[config.mk]
export PLATFORM = sky130hd
export DESIGN_NAME = ifetch_bus_flat
export DESIGN_NICKNAME = d
export VERILOG_FILES = /design/src/rtl/ifetch_bus_pkg.sv /design/src/rtl/ifetch_bus_if.sv /design/src/rtl/ifetch_bus_ifu_axi_rd.sv /design/src/rtl/ifetch_bus.sv /design/src/flat_wrapper.sv
export SDC_FILE = /design/constraint.sdc
export NUM_CORES = 1
export LEC_CHECK = 0
export BUFFER_PORTS_ARGS = -buffer_cell sky130_fd_sc_hd__clkbuf_2
export CORE_UTILIZATION = 45
export CTS_BUF_LIST = sky130_fd_sc_hd__clkbuf_8
export DETAILED_ROUTE_END_ITERATION = 10
export PLACE_DENSITY = 0.82
export SLEW_MARGIN = 20
export SYNTH_ARGS = -nofsm -noshare
export SYNTH_HDL_FRONTEND = slang
export SYNTH_SLANG_ARGS = --single-unit
[constraint.sdc]
create_clock -name clk -period 1.8 [get_ports clk]
set_input_delay 0.27 -clock clk [delete_from_list [all_inputs] [get_ports clk]]
set_output_delay 0.27 -clock clk [all_outputs]
set_load 0.02 [all_outputs]
[src/rtl/ifetch_bus_pkg.sv]
// ============================================================================
// Module   : ifetch_bus_pkg
// Desc     : Shared types and defaults for the instruction-fetch stage:
//            fetch FSM state encoding, reset PC, instruction size, AXI resp.
// Revision : 1.0 - initial release
// ============================================================================
`default_nettype none

package ifetch_bus_pkg;

    // Fetch FSM: IDLE -> REQ -> WAIT_R -> HOLD -> REQ ...
    typedef enum logic [1:0] {
        IFU_IDLE   = 2'd0,
        IFU_REQ    = 2'd1,
        IFU_WAIT_R = 2'd2,
        IFU_HOLD   = 2'd3
    } ifu_state_e;

    localparam logic [31:0] IFU_RESET_PC   = 32'h8000_0000;
    localparam int unsigned IFU_INST_BYTES = 4;
    localparam logic [1:0]  AXI_RESP_OKAY  = 2'b00;

endpackage

`default_nettype wire

[src/rtl/ifetch_bus_if.sv]
// ============================================================================
// Module   : ifetch_bus_if
// Desc     : AXI4-Lite read-only bundle (AR + R channels) between the fetch
//            stage (master) and instruction memory (slave).
// Revision : 1.0 - initial release
// ============================================================================
`default_nettype none

interface ifetch_bus_if;

    logic [31:0] araddr;
    logic        arvalid;
    logic        arready;
    logic [31:0] rdata;
    logic [1:0]  rresp;
    logic        rvalid;
    logic        rready;

    modport master (
        output araddr, arvalid, rready,
        input  arready, rdata, rresp, rvalid
    );

    modport slave (
        input  araddr, arvalid, rready,
        output arready, rdata, rresp, rvalid
    );

endinterface

`default_nettype wire

[src/rtl/ifetch_bus_ifu_axi_rd.sv]
// ============================================================================
// Module   : ifu_axi_rd
// Desc     : Fetch sequencing FSM. Drives the AR/R channels (one read in
//            flight), keeps the registered read address and the discard flag
//            that marks an in-flight read whose data must be thrown away
//            because a redirect arrived after it was issued.
// Revision : 1.0 - initial release
// ============================================================================
`default_nettype none

module ifu_axi_rd
    import ifetch_bus_pkg::*;
#(
    parameter logic [31:0] RESET_PC = IFU_RESET_PC
) (
    input  wire logic        clk,
    input  wire logic        rst,
    ifetch_bus_if.master     axi,
    input  wire logic        redirect_valid,
    input  wire logic [31:0] load_addr,     // address for the next request
    input  wire logic        release_hold,  // decode took the held instruction
    output ifu_state_e       state,
    output logic             capture        // accept rdata into the F outputs
);

    ifu_state_e  r_state;
    ifu_state_e  w_state_next;
    logic [31:0] r_araddr;
    logic [31:0] w_araddr_next;
    logic        r_discard;
    logic        w_discard_next;

    // State, request address and discard flag registers
    always_ff @(posedge clk) begin
        if (rst) begin
            r_state   <= IFU_IDLE;
            r_araddr  <= RESET_PC;
            r_discard <= 1'b0;
        end else begin
            r_state   <= w_state_next;
            r_araddr  <= w_araddr_next;
            r_discard <= w_discard_next;
        end
    end

    // Next-state logic; araddr only moves when no request is being offered
    always_comb begin
        w_state_next   = r_state;
        w_araddr_next  = r_araddr;
        w_discard_next = r_discard;
        capture        = 1'b0;
        case (r_state)
            IFU_IDLE: begin
                w_araddr_next = load_addr;
                w_state_next  = IFU_REQ;
            end
            IFU_REQ: begin
                // Request must complete untouched; its data is dropped later
                if (redirect_valid) begin
                    w_discard_next = 1'b1;
                end
                if (axi.arready) begin
                    w_state_next = IFU_WAIT_R;
                end
            end
            IFU_WAIT_R: begin
                if (axi.rvalid) begin
                    if (r_discard || redirect_valid) begin
                        w_discard_next = 1'b0;
                        w_araddr_next  = load_addr;
                        w_state_next   = IFU_REQ;
                    end else begin
                        capture      = 1'b1;
                        w_state_next = IFU_HOLD;
                    end
                end else if (redirect_valid) begin
                    w_discard_next = 1'b1;
                end
            end
            IFU_HOLD: begin
                if (redirect_valid || release_hold) begin
                    w_araddr_next = load_addr;
                    w_state_next  = IFU_REQ;
                end
            end
            default: begin
                w_state_next = IFU_IDLE;
            end
        endcase
    end

    assign axi.araddr  = r_araddr;
    assign axi.arvalid = (r_state == IFU_REQ);
    assign axi.rready  = (r_state == IFU_WAIT_R);
    assign state       = r_state;

endmodule

`default_nettype wire

[src/rtl/ifetch_bus.sv]
// ============================================================================
// Module   : ifetch_bus
// Desc     : Instruction-fetch stage. Owns the PC, issues one AXI4-Lite read
//            per instruction and presents {instF, pcF, snpcF} to decode via
//            a valid/ready handshake. Redirects override sequential flow.
// Config   : IFU_FAULT_EN - when defined, fetch_fault reports rresp != OKAY
//            for the delivered word; otherwise fetch_fault is tied low.
// Revision : 1.0 - initial release
// ============================================================================
`default_nettype none

module ifetch_bus
    import ifetch_bus_pkg::*;
#(
    parameter logic [31:0] RESET_PC   = IFU_RESET_PC,
    parameter int unsigned INST_BYTES = IFU_INST_BYTES
) (
    input  wire logic        clk,
    input  wire logic        rst,
    ifetch_bus_if.master     axi,
    input  wire logic        redirect_valid,
    input  wire logic [31:0] redirect_pc,
    output logic [31:0]      instF,
    output logic [31:0]      pcF,
    output logic [31:0]      snpcF,
    output logic             m_valid,
    input  wire logic        m_ready,
    output logic             fetch_fault
);

    localparam logic [31:0] INC = 32'(INST_BYTES);

    ifu_state_e  state;
    logic        capture;
    logic        w_release;
    logic [31:0] w_load_addr;
    logic [31:0] r_pc;
    logic [31:0] r_inst;
    logic [31:0] r_pc_f;
    logic [31:0] r_snpc_f;

    // A redirect in HOLD kills the held instruction in the same cycle
    assign m_valid   = (state == IFU_HOLD) & ~redirect_valid;
    assign w_release = m_valid & m_ready;

    // Address for the next request: redirect target, next sequential, or PC
    always_comb begin
        w_load_addr = r_pc;
        if (redirect_valid) begin
            w_load_addr = redirect_pc;
        end else if (state == IFU_HOLD) begin
            w_load_addr = r_snpc_f;
        end
    end

    // Architectural fetch PC
    always_ff @(posedge clk) begin
        if (rst) begin
            r_pc <= RESET_PC;
        end else if (redirect_valid) begin
            r_pc <= redirect_pc;
        end else if (w_release) begin
            r_pc <= r_snpc_f;
        end
    end

    // Capture of the returned instruction toward decode
    always_ff @(posedge clk) begin
        if (rst) begin
            r_inst   <= 32'h0;
            r_pc_f   <= RESET_PC;
            r_snpc_f <= RESET_PC + INC;
        end else if (capture) begin
            r_inst   <= axi.rdata;
            r_pc_f   <= axi.araddr;
            r_snpc_f <= axi.araddr + INC;
        end
    end

    ifu_axi_rd #(
        .RESET_PC (RESET_PC)
    ) u_axi_rd (
        .clk            (clk),
        .rst            (rst),
        .axi            (axi),
        .redirect_valid (redirect_valid),
        .load_addr      (w_load_addr),
        .release_hold   (w_release),
        .state          (state),
        .capture        (capture)
    );

    assign instF = r_inst;
    assign pcF   = r_pc_f;
    assign snpcF = r_snpc_f;

`ifdef IFU_FAULT_EN
    logic r_fault;

    // Fault flag follows the captured word; cleared when it leaves HOLD
    always_ff @(posedge clk) begin
        if (rst) begin
            r_fault <= 1'b0;
        end else if (capture) begin
            r_fault <= (axi.rresp != AXI_RESP_OKAY);
        end else if ((state == IFU_HOLD) && (w_release || redirect_valid)) begin
            r_fault <= 1'b0;
        end
    end

    assign fetch_fault = r_fault;
`else
    assign fetch_fault = 1'b0;
`endif

endmodule

`default_nettype wire

[src/flat_wrapper.sv]
// flat-port wrapper written by rule: the top's interface ports become plain ports
module ifetch_bus_flat import ifetch_bus_pkg::*;
#(
    parameter logic [31:0] RESET_PC   = IFU_RESET_PC,
    parameter int unsigned INST_BYTES = IFU_INST_BYTES
)
  (clk, rst, redirect_valid, redirect_pc, instF, pcF, snpcF, m_valid, m_ready, fetch_fault, axi_araddr, axi_arvalid, axi_rready, axi_arready, axi_rdata, axi_rresp, axi_rvalid);
  ifetch_bus_if axi_i ();
  input  wire logic clk;
  input  wire logic rst;
  input  wire logic redirect_valid;
  input  wire logic [31:0] redirect_pc;
  output logic [31:0] instF;
  output logic [31:0] pcF;
  output logic [31:0] snpcF;
  output logic m_valid;
  input  wire logic m_ready;
  output logic fetch_fault;
  output wire logic [$bits(axi_i.araddr)-1:0] axi_araddr;
  output wire logic [$bits(axi_i.arvalid)-1:0] axi_arvalid;
  output wire logic [$bits(axi_i.rready)-1:0] axi_rready;
  input wire logic [$bits(axi_i.arready)-1:0] axi_arready;
  input wire logic [$bits(axi_i.rdata)-1:0] axi_rdata;
  input wire logic [$bits(axi_i.rresp)-1:0] axi_rresp;
  input wire logic [$bits(axi_i.rvalid)-1:0] axi_rvalid;
  assign axi_araddr = axi_i.araddr;
  assign axi_arvalid = axi_i.arvalid;
  assign axi_rready = axi_i.rready;
  assign axi_i.arready = axi_arready;
  assign axi_i.rdata = axi_rdata;
  assign axi_i.rresp = axi_rresp;
  assign axi_i.rvalid = axi_rvalid;
  ifetch_bus #(.RESET_PC(RESET_PC), .INST_BYTES(INST_BYTES)) u_core (.clk(clk), .rst(rst), .axi(axi_i), .redirect_valid(redirect_valid), .redirect_pc(redirect_pc), .instF(instF), .pcF(pcF), .snpcF(snpcF), .m_valid(m_valid), .m_ready(m_ready), .fetch_fault(fetch_fault));
endmodule
## Word-level counts from Yosys, hierarchy flattened

Cells that the tools add are included.

- Eq/ne operators: 8
- $add $sub $neg: 1
- Reductions and logical operators: 9
- Multiplexer cells: 20
- Bitwise logic cells: 3

Operators with widths:

| operator | count |
|---|---|
| $mux 32 | 7 |
| $pmux 32 s3 | 1 |
| $add 32x3->32 const B | 1 |
| $mux 2 | 4 |
| $pmux 2 s4 | 1 |
| $mux 1 | 6 |
| $ne 2x1->1 const B | 3 |
| $eq 2x2->1 const B | 2 |
| $reduce_and 4->1 | 1 |
| $reduce_bool 2->1 | 2 |
| $ne 3x2->1 const B | 1 |
| $reduce_and 3->1 | 1 |
| $reduce_bool 3->1 | 1 |
| $and 1x1->1 | 2 |
| $eq 2x1->1 const B | 1 |
| $logic_not 2->1 | 1 |
| $logic_or 1x1->1 | 2 |
| $ne 2x2->1 const B | 1 |
| $pmux 1 s2 | 1 |
| $reduce_and 2->1 | 1 |
| $not 1->1 | 1 |

- Output and inout bits: 132
- Logic and storage cells: 48
- Bits of input ports: 72
- Flip-flop bits (word level): 163

## Longest topological paths before layout

Gate-level depths: netlist of the first run.

- Word-level depth: 6
- Depth in mapped cells: 8
- Depth with buffers taken out: 6

## Cells and area by module

A second synthesis of the first run with hierarchy kept.

- Cells, all modules: 851
- Area total of the unflattened synthesis: 7357.1 um^2

By module, submodules not included:

| module | instances | area each (um^2) | seq. area each (um^2) | cells each |
|---|---|---|---|---|
| ifetch_bus | 1 | 5838.1 | 2522.4 | 688 |
| ifu_axi_rd | 1 | 1519.0 | 700.7 | 163 |

## Least setup slack after synthesis of the first run

No wires, ideal clock.

- Path type: reg-to-reg
- Start point: register u_core.u_axi_rd.r_state[0], in the netlist u_core.u_axi_rd.state[0]
- End point: register u_core.u_axi_rd.r_araddr[16], in the netlist u_core.u_axi_rd.axi.araddr[16]
- Period minus slack after synthesis: 2042 ps
- Cell stages (with the launch flop): 8
- Arrival: 1972 ps
- Required time: 1730 ps
- Library setup time: 70 ps
- Path buffers: 1
- Path slack: -242 ps
- Cell sequence: dfxtp_1 inv_1 ha_1 nor2b_1 or4b_1 buf_2 or3_1 a21oi_1

- Elaborated cells between the ends (all ways): 17
- Those cells by class: 5 x eq/ne; 6 x mux; 2 x bitwise; 4 x reduce/logical

RTL lines:

| what | line | text |
|---|---|---|
| start, declared | ifetch_bus_ifu_axi_rd.sv:26 | `ifu_state_e r_state;` |
| start signal, assigned | ifetch_bus_ifu_axi_rd.sv:40 | `r_state <= w_state_next;` |
| $eq 2x2->1 * | n/a |  |
| net axi_rready | flat_wrapper.sv:21 | `output wire logic [$bits(axi_i.rready)-1:0] axi_rready;` |
| $ne 2x1->1 (no line) / $reduce_bool 3->1 (equally long branches) | n/a |  |
| $reduce_and 4->1 (no line) | n/a |  |
| end signal, assigned | ifetch_bus_ifu_axi_rd.sv:41 | `r_araddr <= w_araddr_next;` |
| end, declared | ifetch_bus_ifu_axi_rd.sv:28 | `logic [31:0] r_araddr;` |

The timed path passes the listed nets; every way through them passes the cells marked *. The select of a mux whose other input is x is not followed.
A chain may end at the register's enable or synchronous reset.

## Worst setup path after layout of the first run

- Start point: register u_core.u_axi_rd.r_state[1], in the netlist u_core.u_axi_rd.state[1]
- End point: register u_core.u_axi_rd.r_araddr[17], in the netlist u_core.u_axi_rd.axi.araddr[17]

- Word-level cells in the longest chain between the ends: 6
- Elaborated cells between the ends (all ways): 17
- Those cells by class: 5 x eq/ne; 6 x mux; 2 x bitwise; 4 x reduce/logical

RTL lines:

| what | line |
|---|---|
| $eq 2x2->1 | ifetch_bus_ifu_axi_rd.sv:52, ifetch_bus.sv:43, ifetch_bus.sv:51 |
| $mux 32 / $and 1x1->1 (equally long branches) | ifetch_bus.sv:51, ifetch_bus.sv:43 |
| $mux 32 / $and 1x1->1 (equally long branches) | ifetch_bus.sv:49, ifetch_bus.sv:44 |
| $mux 32 / $logic_or 1x1->1 (equally long branches) | ifetch_bus_ifu_axi_rd.sv:68, ifetch_bus_ifu_axi_rd.sv:81 |
| $mux 32 / $ne 2x2->1 (equally long branches) | n/a |
| $pmux 32 s3 / $reduce_and 4->1 (equally long branches) | n/a |

Several ways; a longest one is shown, not always the timed one. The select of a mux whose other input is x is not followed.

==> results of run 1 <==
state kept, by name (all words and copies together) (netlist names):
signal and cells:
u_core.instF 32, u_core.pcF 30, u_core.r_pc 32, u_core.snpcF 32, u_core.u_axi_rd.axi.araddr 32, u_core.u_axi_rd.r_discard 1
u_core.u_axi_rd.state 2
what timing repair did:
item                       in CTS  in global routing
gates resized for setup        37                 60
hold buffers                    0                  0
setup endpoints to repair     107                 85
cloned                          2                  6
pin swaps                      22                 33
setup buffers                   7                  5
how the worst max path moves through the flow:
stage                                   from                        endpoint  slack (ns)  cells after the start
global placement    u_core.u_axi_rd.state[1]                  u_core.r_pc[8]       -0.16                      5
CTS                 u_core.u_axi_rd.state[0]  u_core.u_axi_rd.axi.araddr[12]       -0.12                      8
finish              u_core.u_axi_rd.state[1]  u_core.u_axi_rd.axi.araddr[17]       -0.14                      7
global route        u_core.u_axi_rd.state[0]  u_core.u_axi_rd.axi.araddr[17]       -0.17                      8
floorplan           u_core.u_axi_rd.state[1]  u_core.u_axi_rd.axi.araddr[16]       -0.08                      6
detailed placement  u_core.u_axi_rd.state[1]                 u_core.r_pc[10]       -0.25                      5
layout by cell type, fill, tap and decap left out, types with 8 or more instances in the layout:
| master | synthesis | routed |
|---|---|---|
| dfxtp_2 | 0 | 16 |
| clkbuf_8 | 0 | 18 |
| o31ai_1 | 8 | 8 |
| or3_1 | 14 | 14 |
| dfxtp_1 | 161 | 143 |
| clkbuf_2 | 1 | 198 |
| nor2_1 | 37 | 36 |
| nand2_4 | 0 | 9 |
| buf_12 | 0 | 8 |
| a21oi_1 | 98 | 78 |
| a311oi_1 | 13 | 12 |
| xor2_1 | 10 | 10 |
| a21oi_2 | 0 | 20 |
| mux2i_1 | 24 | 24 |
| nand2b_1 | 10 | 10 |
| a211oi_1 | 27 | 26 |
| buf_4 | 4 | 62 |
| nand2_1 | 259 | 235 |
| nor2b_1 | 19 | 18 |
| o21ai_0 | 29 | 29 |
| a31oi_1 | 25 | 25 |
| nand4_1 | 13 | 13 |
| nand2_2 | 0 | 15 |
cell usage after synthesis, types with 2 or more instances:
| cell | count | share of area [%] |
|---|---|---|
| o31ai_1 | 8 | 0.85 |
| nand3_1 | 6 | 0.42 |
| xnor2_1 | 2 | 0.25 |
| or4b_1 | 2 | 0.28 |
| buf_1 | 3 | 0.16 |
| nand2_1 | 259 | 14 |
| a21oi_1 | 98 | 6.9 |
| a211oi_1 | 27 | 2.9 |
| dfxtp_1 | 161 | 46 |
| and4_1 | 2 | 0.25 |
| mux2i_1 | 24 | 3.4 |
| and2_1 | 3 | 0.27 |
| clkbuf_1 | 50 | 2.7 |
| nand2b_1 | 10 | 0.88 |
| or3_1 | 14 | 1.2 |
| nand4_1 | 13 | 1.1 |
| a311oi_1 | 13 | 1.6 |
| o211ai_1 | 5 | 0.53 |
| nor2_1 | 37 | 2.0 |
| o21ai_0 | 29 | 2.1 |
| or4_1 | 7 | 0.74 |
| buf_4 | 4 | 0.42 |
| o21bai_1 | 3 | 0.32 |
| inv_1 | 6 | 0.32 |
| nor3_1 | 6 | 0.42 |
| buf_2 | 13 | 0.92 |
| mux2_2 | 5 | 0.80 |
| xor2_1 | 10 | 1.2 |
| nor2b_1 | 19 | 1.7 |
| a31oi_1 | 25 | 2.2 |
| ha_1 | 4 | 0.71 |
| and3_1 | 2 | 0.18 |
layer usage:
layer	part of all wire, %	vias up
met1	41	3533
met5	0	-
met2	47	392
met3	8.9	64
met4	3.5	0
li1	-	3539
worst max-delay path, delay by kind of cell, from the launching register on:
kind                       cells  cell delay [ns]
and+or+nand+nor                3             0.85
DFF                            1             0.38
buffers and inverters          2             0.32
adders and majority gates      1             0.18
AOI/OAI and AO/OA              1             0.08
power groups by stage:
stage / Sequential (mW) / Clock, mW / Combinational [mW]
floorplan: 3.99 / 0 / 0.493
global placement: 3.86 / 0 / 1.07
detailed placement: 3.87 / 0 / 1.08
CTS: 3.79 / 2.97 / 1.20
global route: 3.81 / 3.11 / 1.44
finish: 3.80 / 2.96 / 1.35
logic make-up after synthesis:
family | after synthesis | share of synthesized area, %
XOR/XNOR | 12 | 1.49
AO/OA/AOI/OAI | 213 | 18.0
AND/OR/NAND/NOR | 393 | 25.1
adder cells (fa/ha/maj) | 4 | 0.707
other | 1 | 0.0530
flip-flops | 161 | 45.6
buffers and inverters | 79 | 4.92
multiplexers | 29 | 4.19
cell type report:
class / instances / area (sq um) / area share [%]
multi-input combinational: 653 / 3850 / 39.6
clock inverter: 14 / 188 / 1.93
timing repair buffer: 281 / 1890 / 19.4
clock buffer: 18 / 248 / 2.55
sequential: 161 / 3250 / 33.5
inverter: 6 / 25.0 / 0.258
tap: 211 / 264 / 2.72
==> flow_summary.toml, run 1 <==
[finish]
diodes = 0
final_cells = 1344
syn_to_final_growth_pct = 37.3
fin_nets = 1196
n_fill_cell = 1277
drive_above_1_share_pct = 35.7
fin_util_pct = 63.7
final_area_sq_um = 9710

[worst_setup_path]
worstRegToRegCells = 7
end_kind = "register"
path_class = "reg -> reg"
r2r-start = "u_core.u_axi_rd.state[1]"
crit_required_ns = 2.14
setup.worst_path.start_class = "register"
cpMostUsedCell = "buf_12"
rrSetupSlack_ns = -0.14
cp.arrival_ns = 2.28
cp_slowest_cell = "or4b_4"
path_max_fanout = 7
reg2reg_to = "u_core.u_axi_rd.axi.araddr[17]"
path_cells = "ha_4 > nor3b_4 > or4b_4 > buf_12 > buf_12 > nand2_1 > a21oi_1"
cpPeakStageDelay_ns = 0.61

[sta]
finalWorstSetupSlack_ns = -0.142
rsz0062_at_grt = "yes"
finClkSkew_ns = 0.0158
slew_viol_final = 0
hold_violations = 0
setup_violations = 33
finalCritPeriodShare_pct = 108
finalSetupTns_ns = -3.21
fmax_mhz = 515
whs_ns = 0.0130
period_minus_slack_ns = 1.94

[worst_hold_path]
whs_endpoint = "u_core.instF[15]"
hold_path_class = "in -> reg"
min_path_cells = 3
hp-start = "axi_rdata[15]"

[pwr]
vdd_drop_max_mv = 0.928
p_clk_share_pct = 36.6
p_comb_share_pct = 16.6
swShare_pct = 28.3
power_switching_mw = 2.30
p_int_mw = 5.81
p_total_mw = 8.11
leakagePower_nw = 3.92
pwr-share-seq_pct = 46.8
powerDensity_nw_per_um2 = 835

[global_route]
grt_pass1_wl_um = 34100
met1_usage_pct = 33.0
track_usage_pct = 26.5
grt_max_degree = 82
grt_pass1_vias = 6872
use_met3_pct = 7.20
antenna_found_initial = 0
overflow = 0
grt_busiest_layer = "met2"
gr-usage-met2_pct = 43.8

[job]
drv_cap = 0

[synth]
synth_enable_flop_cells = 0
yosys_warnings = 0
synth_area_sq_um = 7080
ys_types = 54
async_reset_ff_share_pct = 0
synth-seq-cells = 161
syn-num-nets = 968
dominantRegCellSynth = "dfxtp_1"
syn_avg_cell_area_sq_um = 7.93
syn_inst = 892
ys_seq_area_share_pct = 45.6

[floorplan]
rows = 45
ios = 204
coreArea_sq_um = 15300
fp.dieArea_sq_um = 16200
die_height_um = 127
dieWidth_um = 127
start_util_pct = 46.4

[clocking]
clk_latency_ns = 0.47
clock_path_buffers = 2
cts.sinks = 161
htreeDepth = 4
cts-root-buf = "clkbuf_8"
clk_pin_slew_ns = 0.09
cts_tree = "built"
numCtsBuffers = 17

[drt]
vias_per_cell = 5.60
wl_per_cell_um = 17.4
routed_wl_um = 23300
drt_pass1_iterations = 5
drt_iter0_drc = 652
via_count = 7528
ant_nets = 0
drc = 0

[run_status]
status = "finished with violations"
violations = "negative setup slack"

[placement]
place.gp.congestion = 0.817
portBuffers = 200
place_inst = 1292
pre_cts_ws_ns = -0.253
dp_hpwl_um = 13800
placed_area_sq_um = 8660
Power figures use the tool's default switching activity.
==> inputs of run 2 (changes only) <==
--- a/config.mk
+++ b/config.mk
@@ -6,10 +6,9 @@
 export NUM_CORES = 1
 export LEC_CHECK = 0
 export BUFFER_PORTS_ARGS = -buffer_cell sky130_fd_sc_hd__clkbuf_2
-export CORE_UTILIZATION = 45
-export CTS_BUF_LIST = sky130_fd_sc_hd__clkbuf_8
+export CORE_UTILIZATION = 25
 export DETAILED_ROUTE_END_ITERATION = 10
-export PLACE_DENSITY = 0.82
+export PLACE_DENSITY = 0.54
 export SLEW_MARGIN = 20
 export SYNTH_ARGS = -nofsm -noshare
 export SYNTH_HDL_FRONTEND = slang
==> run 2 against run 1 <==
Net effect: the run still ends with negative setup slack left; fmax grew 2.2%; total power grew 9.2%; die area grew 79%; cell area grew 1.7%; clock skew shrank 0.0046 ns; via count shrank 6.0%; clock-buffer cell count grew 3; worst setup slack gained 0.043 ns; sequential share of layout area shrank 0.58 points; routed wire length grew 3.5%; critical path type unchanged; critical endpoint is now u_core.u_axi_rd.axi.araddr[30].
==> flow_summary.toml, run 2 (same netlist as run 1, synthesis figures left out) <==
[job]
drv_cap = 0

[sta]
whs_ns = 0.0555
period_minus_slack_ns = 1.90
finalSetupTns_ns = -0.992
fmax_mhz = 526
finalWorstSetupSlack_ns = -0.0994
hold_violations = 0
finalCritPeriodShare_pct = 106
rsz0062_at_grt = "yes"
slew_viol_final = 0
setup_violations = 19
finClkSkew_ns = 0.0112

[drt]
routed_wl_um = 24200
wl_per_cell_um = 16.0
drt_iter0_drc = 483
drc = 0
ant_nets = 0
drt_pass1_iterations = 5
vias_per_cell = 4.69
via_count = 7076

[pwr]
vdd_drop_max_mv = 0.537
leakagePower_nw = 3.86
powerDensity_nw_per_um2 = 896

[placement]
placed_area_sq_um = 8980
portBuffers = 200
dp_hpwl_um = 15700
place.gp.congestion = 0.734

[finish]
fin_nets = 1194
drive_above_1_share_pct = 32.8
syn_to_final_growth_pct = 39.6
n_fill_cell = 2967
layout_common_cells = "nand2_1, clkbuf_2, dfxtp_1"
final_area_sq_um = 9880
final_common_cell = "nand2_1"
fin_util_pct = 35.6

[clocking]
htreeDepth = 4
numCtsBuffers = 17
cts_tree = "built"
clock_path_buffers = 2
cts-root-buf = "clkbuf_16"
clk_pin_slew_ns = 0.07
cts_hold_buf = 0
cts.sinks = 161
clk_latency_ns = 0.43

[worst_setup_path]
path_depth = 5
cpPeakStageDelay_ns = 0.60
worstRegToRegCells = 5
setup.worst_path.start_class = "register"
reg2reg_to = "u_core.u_axi_rd.axi.araddr[30]"
worst-path-buf-inv = 0
path_max_fanout = 5
crit_required_ns = 2.16
cp.arrival_ns = 2.26
path_class = "reg -> reg"
rrSetupSlack_ns = -0.1
cp_slowest_cell = "or4b_4"
path_cells = "ha_2 > nor3b_4 > or4b_4 > or3_4 > a21oi_2"
r2r-start = "u_core.u_axi_rd.state[1]"
path_delay_family = "simple AND/OR/NAND/NOR gates"
end_kind = "register"

[global_route]
overflow = 0
track_usage_pct = 16.4
antenna_found_initial = 1
grt_pass1_vias = 6602
grt_pass1_wl_um = 37000
grt_max_degree = 97

[run_status]
status = "finished with violations"
violations = "negative setup slack"

[floorplan]
start_util_pct = 25.5
die_height_um = 170
coreArea_sq_um = 27800
rows = 61
ios = 204
dieWidth_um = 170
fp.dieArea_sq_um = 29000

[worst_hold_path]
hold_path_class = "in -> reg"
min_path_cells = 3
whs_endpoint = "u_core.instF[17]"
hp-start = "axi_rdata[17]"
[run 2: cell types whose count changed in the layout (fill, tap and decap cells not counted), moves of 4 or more]
cell / delta
clkbuf_16: +13
nand2_2: -11
nand2_1: +20
buf_6: +7
clkbuf_8: -17
buf_4: -4
a21oi_1: +13
a21oi_2: -13
nand2_4: -9
[run 2: per-stage QoR]
stage,worst slack [ns],power [mW],instances
global placement,-0.108,4.99,1466
global route,-0.144,9.26,1507
CTS,-0.0788,8.97,1503
detailed placement,-0.139,5.00,1466
floorplan,-0.0848,4.48,892
finish,-0.0994,8.85,1508
[run 2: worst max-delay path by stage]
stage / start / to / slack [ns]
floorplan: u_core.u_axi_rd.state[1] / u_core.u_axi_rd.axi.araddr[16] / -0.08
global placement: u_core.u_axi_rd.state[1] / u_core.u_axi_rd.axi.araddr[16] / -0.11
detailed placement: u_core.u_axi_rd.state[1] / u_core.u_axi_rd.axi.araddr[26] / -0.14
CTS: u_core.u_axi_rd.state[0] / u_core.u_axi_rd.axi.araddr[30] / -0.08
global route: u_core.u_axi_rd.state[0] / u_core.u_axi_rd.axi.araddr[30] / -0.14
finish: u_core.u_axi_rd.state[1] / u_core.u_axi_rd.axi.araddr[30] / -0.1
[run 2: final cells by class]
| cell class | instances | area [sq um] | area share [%] |
|---|---|---|---|
| inverters | 6 | 22.5 | 0.228 |
| clock inverters | 9 | 158 | 1.60 |
| diodes | 1 | 2.50 | 0.0253 |
| well taps | 378 | 473 | 4.79 |
| flip-flops and latches | 161 | 3250 | 32.9 |
| multi-input cells | 653 | 3700 | 37.4 |
| repair buffers | 279 | 1830 | 18.5 |
| clock buffers | 21 | 450 | 4.56 |
[run 2: layer usage]
layer / vias up / track usage, % / wire length [um]
met5: - / 0 / 0
met4: 0 / 3.76 / 221
met3: 19 / 4.98 / 1690
met2: 201 / 26.4 / 11200
met1: 3325 / 21.5 / 11000
li1: 3531 / - / -
[run 2: tightest hold or removal path, stage by stage]
cell and delay, ns:
clkbuf_2 0.08, nand2_1 0.04, a21oi_1 0.05
[run 2: power by group]
group | switching [mW] | internal [mW] | total (mW)
Sequential | 0.0889 | 3.70 | 3.79
Combinational | 0.704 | 0.495 | 1.20
Clock | 1.51 | 2.35 | 3.87
[run 2: repair_timing]
action | 4_1_cts | 5_1_grt
cloned | 2 | 1
buffers inserted | 5 | 4
setup endpoints to repair | 89 | 89
gates resized for setup | 18 | 31
pin swaps | 6 | 10
endpoints found under the hold margin | 0 | 0
==> inputs of run 3 (changes only) <==
--- a/config.mk
+++ b/config.mk
@@ -6,9 +6,11 @@
 export NUM_CORES = 1
 export LEC_CHECK = 0
 export BUFFER_PORTS_ARGS = -buffer_cell sky130_fd_sc_hd__clkbuf_2
+export CELL_PAD_IN_SITES_DETAIL_PLACEMENT = 1
+export CELL_PAD_IN_SITES_GLOBAL_PLACEMENT = 2
 export CORE_UTILIZATION = 25
 export DETAILED_ROUTE_END_ITERATION = 10
-export PLACE_DENSITY = 0.54
+export PLACE_DENSITY = 0.81
 export SLEW_MARGIN = 20
 export SYNTH_ARGS = -nofsm -noshare
 export SYNTH_HDL_FRONTEND = slang
==> run 3 against run 2 <==
Net effect: the flow still finishes with violations (negative setup slack); first-iteration DRC count decreased by 17%; critical path depth up 1; core utilization up 0.94 points; combinational power grew 7%; via count rose by 3.8%; fmax is 1.6% lower; global-route usage rose by 1.9 points; clock skew down 0.0054 ns; critical endpoint is now u_core.u_axi_rd.axi.araddr[26]; highest routed layer is now met5.
==> flow_summary.toml, run 3 (same netlist as run 1, synthesis figures left out) <==
[worst_setup_path]
cpPeakStageDelay_ns = 0.53
cp.arrival_ns = 2.28
setup.worst_path.start_class = "register"
path_delay_family = "simple AND/OR/NAND/NOR gates"
worst-path-buf-inv = 1
path_class = "reg -> reg"
r2r-start = "u_core.u_axi_rd.state[0]"
path_cells = "inv_2 > ha_4 > or3b_4 > or4b_4 > or3_1 > a21oi_1"
end_kind = "register"
rrSetupSlack_ns = -0.13
worstRegToRegCells = 6
path_max_fanout = 6
reg2reg_to = "u_core.u_axi_rd.axi.araddr[26]"
cp_slowest_cell = "or4b_4"
crit_required_ns = 2.15

[placement]
place_inst = 1470
place.gp.congestion = 0.739
dp_hpwl_um = 17000
portBuffers = 200

[global_route]
grt_pass1_vias = 7228
antenna_found_initial = 2
overflow = 0
grt_pass1_wl_um = 41000
grt_max_degree = 76
track_usage_pct = 18.3

[worst_hold_path]
hold_path_class = "in -> reg"
whs_endpoint = "u_core.instF[7]"
hp-start = "axi_rdata[7]"
min_path_cells = 3

[pwr]
vdd_drop_max_mv = 0.437
pwr-share-seq_pct = 43.8
powerDensity_nw_per_um2 = 853
leakagePower_nw = 4.01
p_clk_share_pct = 41.4
swShare_pct = 27.8
p_total_mw = 8.65
p_comb_share_pct = 14.8
p_int_mw = 6.25
power_switching_mw = 2.41

[finish]
n_fill_cell = 3406
syn_to_final_growth_pct = 43.3
drive_above_1_share_pct = 33.6
layout_common_cells = "nand2_1, clkbuf_2, dfxtp_1"
final_common_cell = "nand2_1"
final_cells = 1533
fin_nets = 1218
seqCellArea_sq_um = 3250
fin_util_pct = 36.5
multi_input_area_sq_um = 3670

[floorplan]
start_util_pct = 25.5
dieWidth_um = 170
rows = 61
fp.dieArea_sq_um = 29000
ios = 204
die_height_um = 170
coreArea_sq_um = 27800

[clocking]
htreeDepth = 4
clock_path_buffers = 2
cts_hold_buf = 0
cts_tree = "built"
clk_pin_slew_ns = 0.07
numCtsBuffers = 17
cts-root-buf = "clkbuf_16"
clk_latency_ns = 0.42
cts.sinks = 161

[sta]
slew_viol_final = 0
finalCritPeriodShare_pct = 107
finClkSkew_ns = 0.00584
fmax_mhz = 518
hold_violations = 0
period_minus_slack_ns = 1.93
rsz0062_at_grt = "yes"
setup_violations = 28
maxSlewHeadroom_pct = 58.0
finalWorstSetupSlack_ns = -0.131
finalSetupTns_ns = -1.25
tightest_slew_ns = 0.630

[run_status]
status = "finished with violations"
violations = "negative setup slack"

[drt]
routed_wl_um = 27500
vias_per_cell = 4.79
wl_per_cell_um = 17.9
drc = 0
drt_iter0_drc = 400
drt_pass1_iterations = 4
via_count = 7346
ant_nets = 0

[job]
drv_cap = 0
run 3: changes by cell type in the layout (fill, tap and decap cells not counted), moves of 5 or more:
| cell | delta |
|---|---|
| a211oi_2 | +5 |
| a211oi_1 | -5 |
| buf_4 | +13 |
| a21oi_2 | -7 |
| a21oi_1 | +7 |
run 3: area by class of cell:
| class | count | area share (%) |
|---|---|---|
| clock buffer | 22 | 4.68 |
| antenna | 1 | 0.0247 |
| tap | 378 | 4.66 |
| clock inverter | 9 | 0.827 |
| inverter | 6 | 0.222 |
| timing repair buffer | 303 | 21.4 |
| multi-input combinational | 653 | 36.2 |
| sequential | 161 | 32.1 |
run 3: timing repair:
item,in CTS,in global routing
buffers inserted,9,12
pin swaps,9,23
gates cloned,4,6
endpoints found under the setup margin,74,86
gates resized for setup,15,32
run 3: metal layers:
metal / vias up / routed length, um / track usage (%)
met2: 200 / 12900 / 29.4
met4: 2 / 443 / 5.17
met3: 30 / 1700 / 5.40
li1: 3582 / - / -
met5: - / 13 / 0
met1: 3532 / 12500 / 23.7
run 3: how the worst max path moves through the flow:
stage | from | to | slack (ns) | cells after the start
2_1_floorplan | u_core.u_axi_rd.state[1] | u_core.u_axi_rd.axi.araddr[16] | -0.08 | 6
3_3_place_gp | u_core.u_axi_rd.state[1] | u_core.u_axi_rd.axi.araddr[16] | -0.14 | 5
3_5_place_dp | u_core.u_axi_rd.state[1] | u_core.u_axi_rd.axi.araddr[26] | -0.16 | 5
4_1_cts | u_core.u_axi_rd.state[0] | u_core.u_axi_rd.axi.araddr[26] | -0.13 | 6
5_1_grt | u_core.u_axi_rd.state[0] | u_core.u_axi_rd.axi.araddr[26] | -0.18 | 6
6_report | u_core.u_axi_rd.state[0] | u_core.u_axi_rd.axi.araddr[26] | -0.13 | 6
run 3: per-stage QoR:
stage | worst slack (ns) | hold WS, ns | cell area, sq um
2_1_floorplan | -0.0848 | 0.389 | 7140
3_3_place_gp | -0.136 | 0.434 | 8990
3_5_place_dp | -0.161 | 0.438 | 8990
4_1_cts | -0.132 | 0.0398 | 9800
5_1_grt | -0.176 | 0.0478 | 10100
6_report | -0.131 | 0.0640 | 10100
run 3: worst register-to-register path, delay by kind of cell (launching register included):
| family | cells | cell delay [ns] |
|---|---|---|
| compound gates | 1 | 0.12 |
| buf+inv | 1 | 0.04 |
| simple gates | 3 | 1.17 |
| flops | 1 | 0.37 |
| fa+ha+maj | 1 | 0.16 |
run 3: power groups by stage:
stage	sequential [mW]	clock, mW	combinational [mW]
2_1_floorplan	3.99	0	0.493
3_3_place_gp	3.86	0	1.13
3_5_place_dp	3.87	0	1.14
4_1_cts	3.79	3.68	1.22
5_1_grt	3.81	3.83	1.39
6_report	3.79	3.58	1.28
